File: config.mk
export PLATFORM = sky130hd
export DESIGN_NAME = bus_arbiter
export DESIGN_NICKNAME = d
export VERILOG_FILES = /design/src/rtl/bus_arbiter.sv
export SDC_FILE = /design/constraint.sdc
export NUM_CORES = 1
export LEC_CHECK = 0
export ABC_CLOCK_PERIOD_IN_PS = 4900
export CORE_AREA = 2 2 117 119
export CTS_CLUSTER_DIAMETER = 150
export DETAILED_ROUTE_END_ITERATION = 6
export DIE_AREA = 0 0 119 121
export PLACE_DENSITY = 0.77
export SETUP_SLACK_MARGIN = 0.05
export SLEW_MARGIN = 30
export SYNTH_ARGS = -nofsm -noshare
export SYNTH_HDL_FRONTEND = slang
export SYNTH_SLANG_ARGS = --single-unit
export TNS_END_PERCENT = 5
File: constraint.sdc
create_clock -name i_clock -period 4.9 [get_ports i_clock]
set_input_delay 0.49 -clock i_clock [delete_from_list [all_inputs] [get_ports i_clock]]
set_output_delay 0.49 -clock i_clock [all_outputs]
set_load 0.01 [all_outputs]
File: src/rtl/bus_arbiter.sv
// Two-master round-robin arbiter for the shared system bus, with a one-cycle release gap.
// Define BUS_ARBITER_TIMEOUT_EN to abort transactions whose target never signals ready.
module bus_arbiter #(
  parameter int unsigned TIMEOUT = 1024
) (
  input  logic        i_clock,
  input  logic        i_reset,
  input  logic        i_a_request,
  input  logic        i_a_rw,
  input  logic [31:0] i_a_address,
  input  logic [31:0] i_a_wdata,
  output logic [31:0] o_a_rdata,
  output logic        o_a_ready,
  input  logic        i_b_request,
  input  logic        i_b_rw,
  input  logic [31:0] i_b_address,
  input  logic [31:0] i_b_wdata,
  output logic [31:0] o_b_rdata,
  output logic        o_b_ready,
  output logic        o_bus_request,
  output logic        o_bus_rw,
  output logic [31:0] o_bus_address,
  output logic [31:0] o_bus_wdata,
  input  logic [31:0] i_bus_rdata,
  input  logic        i_bus_ready,
  output logic        o_timeout
);

  typedef enum logic [1:0] {StIdle, StGrantA, StGrantB, StRelease} state_e;

  state_e      state_q, state_d;
  logic        last_b_q, last_b_d;
  logic        a_ready_q, a_ready_d;
  logic        b_ready_q, b_ready_d;
  logic        timeout_q, timeout_d;
  logic [31:0] a_rdata_q, a_rdata_d;
  logic [31:0] b_rdata_q, b_rdata_d;
  logic        granted, grant_b, done, timeout_hit;

  assign grant_b = (state_q == StGrantB);
  assign granted = (state_q == StGrantA) || grant_b;
  assign done    = granted && (i_bus_ready || timeout_hit);

`ifdef BUS_ARBITER_TIMEOUT_EN
  localparam int unsigned CntW = $clog2(TIMEOUT);

  logic [CntW-1:0] cnt_q, cnt_d;

  // Cleared outside a grant, so every grant starts counting from zero.
  always_comb begin
    cnt_d = '0;
    if (granted) cnt_d = cnt_q + CntW'(1);
  end

  always_ff @(posedge i_clock or posedge i_reset) begin
    if (i_reset) cnt_q <= '0;
    else         cnt_q <= cnt_d;
  end

  assign timeout_hit = (cnt_q == CntW'(TIMEOUT - 1));
`else
  assign timeout_hit = 1'b0;
`endif

  always_ff @(posedge i_clock or posedge i_reset) begin
    if (i_reset) begin
      state_q   <= StIdle;
      last_b_q  <= 1'b1;
      a_ready_q <= 1'b0;
      b_ready_q <= 1'b0;
      timeout_q <= 1'b0;
      a_rdata_q <= '0;
      b_rdata_q <= '0;
    end else begin
      state_q   <= state_d;
      last_b_q  <= last_b_d;
      a_ready_q <= a_ready_d;
      b_ready_q <= b_ready_d;
      timeout_q <= timeout_d;
      a_rdata_q <= a_rdata_d;
      b_rdata_q <= b_rdata_d;
    end
  end

  always_comb begin
    state_d = state_q;
    unique case (state_q)
      StIdle: begin
        if (i_a_request && (!i_b_request || last_b_q)) state_d = StGrantA;
        else if (i_b_request)                          state_d = StGrantB;
      end
      StGrantA, StGrantB: if (done) state_d = StRelease;
      StRelease:          state_d = StIdle;
      default:            state_d = StIdle;
    endcase
  end

  // Completion bookkeeping; ready takes priority over a coinciding terminal count.
  always_comb begin
    last_b_d  = last_b_q;
    a_ready_d = 1'b0;
    b_ready_d = 1'b0;
    timeout_d = 1'b0;
    a_rdata_d = a_rdata_q;
    b_rdata_d = b_rdata_q;
    if (done) begin
      last_b_d  = grant_b;
      timeout_d = !i_bus_ready;
      if (grant_b) begin
        b_ready_d = 1'b1;
        if (!i_b_rw) b_rdata_d = i_bus_ready ? i_bus_rdata : 32'h0;
      end else begin
        a_ready_d = 1'b1;
        if (!i_a_rw) a_rdata_d = i_bus_ready ? i_bus_rdata : 32'h0;
      end
    end
  end

  always_comb begin
    o_bus_request = granted;
    o_bus_rw      = 1'b0;
    o_bus_address = '0;
    o_bus_wdata   = '0;
    if (state_q == StGrantA) begin
      o_bus_rw      = i_a_rw;
      o_bus_address = i_a_address;
      o_bus_wdata   = i_a_wdata;
    end else if (grant_b) begin
      o_bus_rw      = i_b_rw;
      o_bus_address = i_b_address;
      o_bus_wdata   = i_b_wdata;
    end
  end

  assign o_a_ready = a_ready_q;
  assign o_b_ready = b_ready_q;
  assign o_a_rdata = a_rdata_q;
  assign o_b_rdata = b_rdata_q;
  assign o_timeout = timeout_q;

endmodule

* Word level (Yosys, flattened, before mapping)
Index checks and enable logic that the tools add are counted.
W data, S select, Z words.
** Operators by class
- Reduce and logical (&&, ||, !) cells :: 11
- Bitwise operators :: 3
- Eq/ne operators :: 5
- Mux-type cells :: 16
** Operators with widths (count)
- $mux W32 :: 5
- $mux W1 :: 7
- $mux W2 :: 3
- $pmux W2 S3 :: 1
- $reduce_and A3 Y1 :: 2
- $eq A2 B2 Y1 const B :: 2
- $ne A3 B3 Y1 const B :: 1
- $not A1 Y1 :: 3
- $eq A2 B1 Y1 const B :: 1
- $logic_and A1 B1 Y1 :: 2
- $logic_not A1 Y1 :: 2
- $logic_not A2 Y1 :: 1
- $logic_or A1 B1 Y1 :: 2
- $ne A2 B2 Y1 const B :: 1
- $reduce_and A2 Y1 :: 1
- $reduce_or A2 Y1 :: 1
** Storage, ports and cells
- Flip-flop bits (word level) :: 70
- Input bits :: 167

* Longest topological paths before layout
- Word-level depth :: 5
- Depth in mapped cells :: 7

* Least setup slack after synthesis
OpenSTA, ideal clock, no wires.
- Path type :: flip-flop to output port
- Start :: register state_q[0]
- End :: output port o_bus_address[10]
- Required time :: 4410 ps
- Path slack :: 3050 ps
- Path buffers :: 2
- Arrival time :: 1360 ps
- Cell stages (with the launch flop) :: 7
- Path through :: dfrtp_1 inv_1 ha_1 nor2b_1 buf_2 buf_4 a22o_1
** On the way
- Longest elaborated chain between the ends :: 3
- Elaborated cells on any way between the ends :: 4
- Those cells by class :: 2 x eq/ne; 2 x mux
** RTL lines
- start: declaration :: line 31 : state_e state_q, state_d;
- start signal: assignment :: line 67 : state_q <= StIdle;
- start signal: assignment :: line 75 : state_q <= state_d;
- $eq A2 B2 Y1 :: line 40 : assign grant_b = (state_q == StGrantB);
- named net grant_b :: line 38 : logic granted, grant_b, done, timeout_hit;
- $mux W32 :: line 128 : end else if (grant_b) begin
- $mux W32 :: line 124 : if (state_q == StGrantA) begin
- end: declaration :: line 22 : output logic [31:0] o_bus_address,
The timed path passes the listed nets, and every way through them passes these cells.

* Worst setup path in the final report
- Start :: register state_q[0]
- End :: output port o_bus_wdata[15]
** On the way
- Longest elaborated chain between the ends :: 3
- Elaborated cells on any way between the ends :: 4
- Those cells by class :: 2 x eq/ne; 2 x mux
** RTL lines
- $eq A2 B2 Y1 :: line 40
- named net grant_b :: line 38
- $mux W32 :: line 128
- $mux W32 :: line 124
- end: declaration :: line 23 : output logic [31:0] o_bus_wdata,
The timed path passes the listed nets, and every way through them passes these cells.

==> results.yml <==
cells_and_area:
  sequential_cell_area_um2: 1750
  area_growth_pct: 96.0
  layout.nets: 774
  multi_input_area_um2: 1640
  layout-drive-gt1-share: 0.0969
  fillCellCount: 1131
clocking:
  cts.repair_timing.setup_buffer_count: 0
  post_cts.resized_instances: 0
  clock_tree.root_cell: "sky130_fd_sc_hd__clkbuf_16"
  tritoncts: "done"
  cts_inserted_buffers: 9
  htree_num_levels: 3
  latest_clock_arrival_within_the_worst_skew_pair_ns: 0.33
  clk_pin_slew_ns: 0.06
  clock_tree.buffer_depth: 2
  hold_buffers: 0
  tritoncts_num_sinks: 70
critical_path:
  timing.rr.start: "state_q[0]"
  required_ns: 4.41
  reg2reg_setup_slack_ns: 2.56
  rr_worst_depth: 4
  critical_path.endpoint_type: "primary output"
  worstPathArrival_ns: 3.02
  crit_path_max_fanout: 33
  critical_path.slowest_cell: "sky130_fd_sc_hd__nor2b_4"
  reg2reg_to: "o_b_rdata[15]"
  worstPathCellList: "inv_1, ha_1, nor2b_4, buf_4, a22o_1, clkdlybuf4s50_1"
  worstSetupPathType: "flip-flop to primary output"
  start_kind: "flip-flop"
  critical-path-max-stage-delay_ns: 0.66
power:
  p_per_area_nw_per_um2: 572
  leakagePower_nw: 2.99
  totalPowerFinal_mw: 3.98
  ir_worst_vdd_v: 0.000261
timing:
  fin_crit_ns: 3.51
  setup_viol_count_final: 0
  skew_ns: 0.00559
  fmax_mhz: 285
  tightest_slew_ns: 0.893
  relSlewSlack: 0.405
  rsz_0062_raised_after_global_routing: "no"
  final_count_of_hold_timing_violations: 0
  totalNegativeSetupSlack_ns: 0
  timing.final.max_slew_violations: 0
  tcrit_tclk_final: 0.717
synth:
  mappedNetlistNets: 487
  synth_seq_cells: 70
  synth_top_area_frac: 0.486
  ranking_of_synthesized_cells_by_area: "sky130_fd_sc_hd__dfrtp_1, sky130_fd_sc_hd__a22o_1, sky130_fd_sc_hd__mux2_4"
  synth.largest_area_cell: "sky130_fd_sc_hd__dfrtp_1"
  syn-mean-instance-area_um2: 11.2
  synthDistinctLibCells: 26
  async_flop_share: 1.00
  synth_sequential_area_ratio: 0.494
  synth_enable_flop_cells: 0
  mappedNetlistArea_um2: 3550
  synthFlopType: "sky130_fd_sc_hd__dfrtp_1"
  syn_inst: 317
  yosys_warnings: 0
place:
  place_hpwl_mm: 11.9
  port_buffers: 299
  place_congestion: 0.891
detailed_routing:
  detail_route.wirelength_mm: 14.9
  detail_route.drc_violations: 0
  wl_met3_mm: 1.32
  wl_met1_mm: 5.46
  post_drt_wl_per_cell_um: 18.9
  detailedRoute.firstIterationViolations: 217
  detailroute.wirelength.met2_mm: 7.67
  max_layer_used: "met4"
  total_vias_in_the_final_route: 3722
  detail_route.first_pass.iterations: 4
  drt.antenna.violating_nets: 0
  average_via_count_per_standard_cell: 4.72
floorplanning:
  total_i_o_pin_count: 300
  placeableCoreArea_um2: 13100
  fp.dieW_um: 119
  start_util: 0.271
  placementRows: 42
  die_h_um: 121
  fp.dieArea_um2: 14400
status:
  run_status: "finished clean"
global_route:
  grt_overflow: 0
  number_of_global_route_vias_before_repair: 3796
  grt_antenna_before_repair: 4
  groute.usage.overall: 0.197
  pin_count_of_the_biggest_net_entering_global_routing: 67
  grt_pass1_wl_mm: 21.4
worst_hold_path:
  hold-path-cell-count: 2
  hp-start: "o_a_rdata[15]"
  worstHoldEndpoint: "o_a_rdata[15]"
  worst_hold_path_type: "flip-flop to flip-flop"
flow_run:
  max_cap_viol_count: 0
==> cells in the final DEF, fill, tap and decap left out, types with 2 or more instances in the layout <==
cell type                         instances
sky130_fd_sc_hd__a21boi_0                 2
sky130_fd_sc_hd__dfrtp_1                 69
sky130_fd_sc_hd__clkinvlp_4               2
sky130_fd_sc_hd__mux2_4                  30
sky130_fd_sc_hd__diode_2                  3
sky130_fd_sc_hd__nand2_1                 67
sky130_fd_sc_hd__o21ai_0                 36
sky130_fd_sc_hd__clkdlybuf4s50_1        299
sky130_fd_sc_hd__inv_1                    2
sky130_fd_sc_hd__mux2_2                   3
sky130_fd_sc_hd__buf_4                    5
sky130_fd_sc_hd__a22o_1                  64
sky130_fd_sc_hd__ha_1                     2
sky130_fd_sc_hd__clkbuf_16                9
==> power breakdown <==
group          switching, mW  total [mW]  internal [mW]
clock network          0.247       0.654          0.408
registers              0.132       0.953          0.821
logic                  0.981        2.38           1.40
total                   1.36        3.98           2.62
==> logic make-up after synthesis <==
kind of cell	synth area share
AO/OA/AOI/OAI	0.215
adder cells (fa/ha/maj)	0.0106
buffers and inverters	0.0497
other	0.00106
multiplexers	0.139
flip-flops	0.494
AND/OR/NAND/NOR	0.0909
==> critical path: cells and delay by family (launching register included) <==
| family | cells | cell delay [ns] |
|---|---|---|
| buffers and inverters | 3 | 1.07 |
| and+or+nand+nor | 1 | 0.66 |
| DFF | 1 | 0.40 |
| adders and majority gates | 1 | 0.30 |
| AOI/OAI and AO/OA | 1 | 0.22 |
==> flip-flops by register name, summed over array words and instances (netlist names) <==
signal,cells
o_a_rdata,32
o_b_rdata,32
state_q,2
last_b_q,1
o_a_ready,1
o_b_ready,1
o_timeout,1
==> area by class of cell <==
class / instances / area share
timing repair buffer: 304 / 0.435
sequential: 70 / 0.252
multi-input combinational: 216 / 0.235
clock buffer: 11 / 0.0349
tap: 176 / 0.0316
clock inverter: 5 / 0.00845
inverter: 3 / 0.00162
antenna: 3 / 0.00108
==> Yosys cell counts (2+ instances only) <==
master                      n
sky130_fd_sc_hd__nor2b_1    2
sky130_fd_sc_hd__mux2_2     3
sky130_fd_sc_hd__o21ai_0   36
sky130_fd_sc_hd__clkbuf_1   8
sky130_fd_sc_hd__buf_2      7
sky130_fd_sc_hd__mux2_4    30
sky130_fd_sc_hd__buf_4      7
sky130_fd_sc_hd__a21boi_0   2
sky130_fd_sc_hd__inv_1      3
sky130_fd_sc_hd__buf_6      3
sky130_fd_sc_hd__ha_1       3
sky130_fd_sc_hd__dfrtp_1   69
sky130_fd_sc_hd__clkbuf_2   2
sky130_fd_sc_hd__nand2_1   67
sky130_fd_sc_hd__a22o_1    64
==> per-stage QoR <==
step | util | instances | hold slack [ns] | setup WS, ns | cell area (um2)
6_report | 0.532 | 788 | 0.479 | 1.39 | 6960
5_1_grt | 0.532 | 788 | 0.502 | 1.19 | 6960
4_1_cts | 0.531 | 785 | 0.483 | 1.38 | 6950
3_5_place_dp | 0.508 | 769 | 0.470 | 1.74 | 6650
3_3_place_gp | 0.508 | 769 | 0.464 | 1.85 | 6650
2_1_floorplan | - | 317 | 0.505 | 2.64 | 3550
==> metal layers <==
layer  vias up  GRT usage
li1       1715          -
met1      1801      0.212
met2       182      0.346
met3        24     0.0714
met4         0     0.0930
met5         -          0
==> worst max path at each step <==
stage,slack [ns],end,startpoint
after floorplan,2.64,o_a_rdata[0],i_reset
after global placement,1.85,o_bus_wdata[15],state_q[0]
after detailed placement,1.74,o_bus_wdata[15],state_q[0]
after CTS,1.38,o_bus_wdata[15],state_q[0]
after global routing,1.19,o_bus_wdata[15],state_q[0]
final,1.39,o_bus_wdata[15],state_q[0]
Power figures use the tool's default switching activity.
